### src/rtl/ha_pair_rr_scheduler_if.sv
// ha_pair_rr_scheduler_if: requester operand handshake plus result handshake of the RR AND/XOR scheduler
interface ha_pair_rr_scheduler_if #(
  parameter int NREQ = 4,
  parameter int DW   = 1,
  parameter int IDW  = 2
);
  logic [NREQ-1:0]    req_valid;
  logic [NREQ-1:0]    req_ready;
  logic [NREQ*DW-1:0] req_x;
  logic [NREQ*DW-1:0] req_y;
  logic               res_valid;
  logic               res_ready;
  logic [DW-1:0]      res_and;
  logic [DW-1:0]      res_xor;
  logic [IDW-1:0]     res_id;
  logic               busy;
  modport master (
    output req_valid, req_x, req_y, res_ready,
    input  req_ready, res_valid, res_and, res_xor, res_id, busy
  );
  modport slave (
    input  req_valid, req_x, req_y, res_ready,
    output req_ready, res_valid, res_and, res_xor, res_id, busy
  );
endinterface

### src/rtl/ha_pair_rr_scheduler.sv
// ha_pair_rr_scheduler: round-robin arbiter feeding one registered AND/XOR pair, single-entry result slot.
// Define HA_SCHED_STATS_EN to add saturating per-requester grant counters on grant_cnt.
module ha_pair_rr_scheduler #(
  parameter int NREQ = 4,
  parameter int DW   = 1,
  parameter int IDW  = 2,
  parameter int CW   = 8
) (
  input  logic                     clk,
  input  logic                     rst_n,
  ha_pair_rr_scheduler_if.slave    bus
`ifdef HA_SCHED_STATS_EN
  ,
  output logic [NREQ*CW-1:0]       grant_cnt
`endif
);
  typedef enum logic {EMPTY, FULL} state_t;
  state_t          r_state;
  logic [IDW-1:0]  r_ptr;
  logic [IDW-1:0]  r_id;
  logic [DW-1:0]   r_and;
  logic [DW-1:0]   r_xor;
  logic [IDW-1:0]  w_idx;
  logic [NREQ-1:0] w_gnt;
  logic            w_free;
  logic            w_xfer;
  logic [DW-1:0]   w_x;
  logic [DW-1:0]   w_y;
  if (NREQ < 2 || IDW < $clog2(NREQ) || CW < 1) begin : g_bad_cfg
    $error("ha_pair_rr_scheduler: invalid NREQ/IDW/CW");
  end
  assign w_free = (r_state == EMPTY) || bus.res_ready;
  // Scan from farthest to nearest so the last hit is the first valid at or after r_ptr.
  always_comb begin
    w_idx = '0;
    for (int k = NREQ - 1; k >= 0; k--)
      if (bus.req_valid[(int'(r_ptr) + k) % NREQ]) w_idx = IDW'((int'(r_ptr) + k) % NREQ);
  end
  // Gated by rst_n so no requester is accepted while reset is asserted.
  assign w_gnt         = (rst_n && w_free && |bus.req_valid) ? NREQ'(1) << w_idx : '0;
  assign w_xfer        = |w_gnt;
  assign w_x           = bus.req_x[w_idx*DW +: DW];
  assign w_y           = bus.req_y[w_idx*DW +: DW];
  assign bus.req_ready = w_gnt;
  assign bus.res_valid = (r_state == FULL);
  assign bus.res_and   = r_and;
  assign bus.res_xor   = r_xor;
  assign bus.res_id    = r_id;
  assign bus.busy      = (r_state == FULL) || |bus.req_valid;
  always_ff @(posedge clk or negedge rst_n) begin
    if (!rst_n) begin
      r_state <= EMPTY;
      r_ptr   <= '0;
      r_id    <= '0;
      r_and   <= '0;
      r_xor   <= '0;
    end else if (w_xfer) begin
      r_state <= FULL;
      r_and   <= w_x & w_y;
      r_xor   <= w_x ^ w_y;
      r_id    <= w_idx;
      r_ptr   <= (w_idx == IDW'(NREQ - 1)) ? '0 : w_idx + 1'b1;
    end else if (bus.res_ready) begin
      r_state <= EMPTY;
    end
  end
`ifdef HA_SCHED_STATS_EN
  for (genvar g = 0; g < NREQ; g++) begin : g_cnt
    logic [CW-1:0] r_cnt;
    always_ff @(posedge clk or negedge rst_n) begin
      if (!rst_n) r_cnt <= '0;
      else if (w_gnt[g] && r_cnt != '1) r_cnt <= r_cnt + 1'b1;
    end
    assign grant_cnt[g*CW +: CW] = r_cnt;
  end
`endif
endmodule

### src/flat_wrapper.sv
// flat-port wrapper written by rule: the top's interface ports become plain ports
module ha_pair_rr_scheduler_flat 
#(
  parameter int NREQ = 4,
  parameter int DW   = 1,
  parameter int IDW  = 2,
  parameter int CW   = 8
)
  (clk, rst_n, bus_req_valid, bus_req_x, bus_req_y, bus_res_ready, bus_req_ready, bus_res_valid, bus_res_and, bus_res_xor, bus_res_id, bus_busy);
  ha_pair_rr_scheduler_if #(.NREQ(NREQ), .DW(DW), .IDW(IDW)) bus_i ();
  input  logic clk;
  input  logic rst_n;
  input wire logic [$bits(bus_i.req_valid)-1:0] bus_req_valid;
  input wire logic [$bits(bus_i.req_x)-1:0] bus_req_x;
  input wire logic [$bits(bus_i.req_y)-1:0] bus_req_y;
  input wire logic [$bits(bus_i.res_ready)-1:0] bus_res_ready;
  output wire logic [$bits(bus_i.req_ready)-1:0] bus_req_ready;
  output wire logic [$bits(bus_i.res_valid)-1:0] bus_res_valid;
  output wire logic [$bits(bus_i.res_and)-1:0] bus_res_and;
  output wire logic [$bits(bus_i.res_xor)-1:0] bus_res_xor;
  output wire logic [$bits(bus_i.res_id)-1:0] bus_res_id;
  output wire logic [$bits(bus_i.busy)-1:0] bus_busy;
  assign bus_i.req_valid = bus_req_valid;
  assign bus_i.req_x = bus_req_x;
  assign bus_i.req_y = bus_req_y;
  assign bus_i.res_ready = bus_res_ready;
  assign bus_req_ready = bus_i.req_ready;
  assign bus_res_valid = bus_i.res_valid;
  assign bus_res_and = bus_i.res_and;
  assign bus_res_xor = bus_i.res_xor;
  assign bus_res_id = bus_i.res_id;
  assign bus_busy = bus_i.busy;
  ha_pair_rr_scheduler #(.NREQ(NREQ), .DW(DW), .IDW(IDW), .CW(CW)) u_core (.clk(clk), .rst_n(rst_n), .bus(bus_i));
endmodule
### config.mk
export PLATFORM = sky130hd
export DESIGN_NAME = ha_pair_rr_scheduler_flat
export DESIGN_NICKNAME = d
export VERILOG_FILES = /design/src/rtl/ha_pair_rr_scheduler_if.sv /design/src/rtl/ha_pair_rr_scheduler.sv /design/src/flat_wrapper.sv
export SDC_FILE = /design/constraint.sdc
export NUM_CORES = 1
export LEC_CHECK = 0
export CORE_MARGIN = 2
export CORE_UTILIZATION = 33
export CTS_CLUSTER_SIZE = 24
export DETAILED_ROUTE_END_ITERATION = 10
export GPL_ROUTABILITY_DRIVEN = 0
export PLACE_DENSITY = 0.73
export SYNTH_ARGS = -nofsm -noshare
export SYNTH_HDL_FRONTEND = slang
export SYNTH_SLANG_ARGS = --single-unit
### constraint.sdc
create_clock -name clk -period 2.1 [get_ports clk]
set_input_delay 0.42 -clock clk [delete_from_list [all_inputs] [get_ports clk]]
set_output_delay 0.42 -clock clk [all_outputs]
set_load 0.05 [all_outputs]
==> results.json <==
{
  "cts_hold_buf": 0,
  "drc": 0,
  "core_um2": 1300,
  "wire_per_inst_um": 14.0,
  "h-tree-depth": 1,
  "finalSetupViolations": 0,
  "cp_max_fo": 8,
  "viasPerCell": 4.92,
  "clockRootBuffer": "clkbuf_4",
  "cp_cell_sequence": "mux2i_2 > a211oi_4 > buf_6 > nand2_4 > nor2_4 > buf_12",
  "max_freq_ghz": 0.478,
  "maxCapViolCount": 0,
  "dieArea_um2": 1700,
  "min_period_ps": 2090,
  "ys_warn_count": 0,
  "grt_first_pass_wirelength_um": 2360,
  "p_total_uw": 988,
  "final_core_util_pct": 76.5,
  "drive_gt1_share_pct": 49.5,
  "avgSynthCellArea_um2": 9.54,
  "drt_wl_total_um": 1520,
  "ios": 25,
  "grt_max_degree": 9,
  "grt_remaining_overflow": 0,
  "io_buffer_count": 24,
  "die_h_um": 41.3,
  "ir_worst_vdd_uv": 673,
  "crit_path_end_kind": "primary output",
  "fin_crit_sh_pct": 99.7,
  "rows": 13,
  "ys_seq_elements": 7,
  "syn_nets": 64,
  "slew_headroom_pct": 66.9,
  "hold_class": "in2async",
  "multiInputGateArea_um2": 355,
  "hpwlAfterDp_um": 1110,
  "start_util_pct": 35.2,
  "ff_latch_area_um2": 176,
  "grt_pass1_vias": 578,
  "post-place-ws_ps": -454,
  "critical_path_class": "reg2out",
  "ant_nets": 0,
  "netlist_area_um2": 458,
  "clockBufferDepth": 2,
  "rsz0062_at_grt": "yes",
  "required_ps": 1680,
  "vias": 531,
  "worstPathArrival_ps": 1670,
  "leakage_nw": 0.451,
  "nets": 110,
  "run_status": "completed",
  "n_antenna_cell": 0,
  "clock_latency_ps": 240,
  "drt-pass1-iter-count": 1,
  "netlist_instances": 48,
  "antenna_found_initial": 0,
  "numCtsBuffers": 3,
  "path_delay_family": "flip-flops",
  "instances_no_fill": 108,
  "start_kind": "flop",
  "syn_to_final_growth_pct": 117,
  "power_density_nw_per_um2": 992,
  "path_clk_slew_ps": 50,
  "cp_slowest_cell": "dfrtp_2",
  "whs_ps": 316,
  "die_width_um": 41.3,
  "drv_slew": 0,
  "track_usage_pct": 22.0,
  "skew_ps": 1.55,
  "dp_cells": 98,
  "cts_tree": "built",
  "crit_buf_inv": 2,
  "yosysUniqueCellTypes": 18,
  "finalWorstSetupSlack_ps": 6.64,
  "fillers": 84,
  "drtIter0Drc": 0,
  "max_stage_delay_ps": 430,
  "hold_viol": 0,
  "ys_seq_area_share_pct": 38.3,
  "cts_sinks": 7,
  "tightest_slew_ps": 495
}
[Yosys cell counts, drive strengths merged]
cell	instances	share of area, %
a211oi	1	4.4
a21oi	5	6.3
a2bb2oi	1	1.9
dfrtp	7	38
ha	1	2.7
inv	6	4.9
mux2	2	4.9
mux2i	7	15
nand2	4	3.3
nand2b	1	1.4
nand3b	1	1.6
nor2	4	3.3
nor3b	2	3.3
o21a	1	1.6
o21ai	3	3.3
or4	1	1.6
xnor2	1	1.9
[flip-flops by register name, summed over array words and instances (netlist names)]
name                  flops
u_core.bus.res_id         2
u_core.r_ptr              2
u_core.bus.res_and        1
u_core.bus.res_valid      1
u_core.bus.res_xor        1
[per-layer routing]
metal | vias up | global-route usage, % | routed length, um | part of all wire, %
met3 | 6 | 6.52 | 87 | 5.7
met2 | 17 | 39.5 | 807 | 53
li1 | 260 | - | - | -
met4 | 0 | 12.9 | 31 | 2.0
met1 | 248 | 22.2 | 587 | 39
met5 | - | 0 | 0 | 0
[placed cells by master, fill, tap and decap left out, types with 2 or more instances in the layout]
master | Yosys | routed
a21oi_2 | 1 | 3
buf_12 | 0 | 4
buf_4 | 0 | 17
clkbuf_2 | 0 | 2
clkbuf_4 | 0 | 3
clkdlybuf4s50_1 | 0 | 14
dfrtp_1 | 7 | 6
dlygate4sd2_1 | 0 | 2
inv_1 | 6 | 6
mux2_2 | 2 | 2
mux2i_1 | 7 | 6
nand2_4 | 0 | 2
nor2_4 | 0 | 2
o21ai_0 | 3 | 3
[final cells by class]
type,instances,share of cell area [%]
Sequential cell,7,17.7
Inverter,6,2.26
Timing Repair Buffer,41,39.8
Tap cell,15,1.88
Multi-Input combinational cell,35,35.7
Clock buffer,4,2.64
[cells by family after synthesis]
group	share of synthesized area [%]
adders and majority gates	2.73
xor gates and xnor gates	1.91
AOI/OAI and AO/OA	17.5
and+or+nand+nor	14.5
muxes	20.2
DFF	38.3
buffers and inverters	4.92
[power breakdown]
part	internal, mW	switching [mW]
registers	0.182	0.0385
clock network	0.0724	0.0477
logic	0.309	0.339
[metrics by stage]
step                area, um^2  setup TNS, ps
floorplan                  463           -367
global placement           842          -1970
detailed placement         842          -2280
CTS                        982              0
global route               996           -279
finish                     996              0
[timing repair]
action / in CTS / in global routing
buffers inserted: 4 / 2
pin swaps: 3 / 4
endpoints found under the setup margin: 7 / 6
resized for setup: 27 / 5
[worst register-to-register path, delay by kind of cell (launching register included)]
| kind | cells | cell delay, ps |
|---|---|---|
| muxes | 4 | 770 |
| adders and majority gates | 1 | 270 |
| DFF | 1 | 430 |
| AOI/OAI and AO/OA | 1 | 270 |
| buffers and inverters | 1 | 190 |
[path summary, 6_finish.rpt]
kind | slack [ps] | startpoint | depth (start not counted) | end
max | 7 | u_core.r_ptr[1]$_DFFE_PN0P_ | 6 | bus_req_ready[3]
max reg2reg | 50 | u_core.r_ptr[1]$_DFFE_PN0P_ | 7 | u_core.bus.res_xor$_DFFE_PN0P_
max in group asynchronous | 1650 | rst_n | 2 | u_core.r_ptr[1]$_DFFE_PN0P_
min | 320 | rst_n | 2 | u_core.bus.res_and$_DFFE_PN0P_
min in group clk | 510 | u_core.bus.res_xor$_DFFE_PN0P_ | 1 | u_core.bus.res_xor$_DFFE_PN0P_
min reg2reg | 510 | u_core.bus.res_xor$_DFFE_PN0P_ | 1 | u_core.bus.res_xor$_DFFE_PN0P_
No activity file was read; power rests on OpenSTA's default activity.
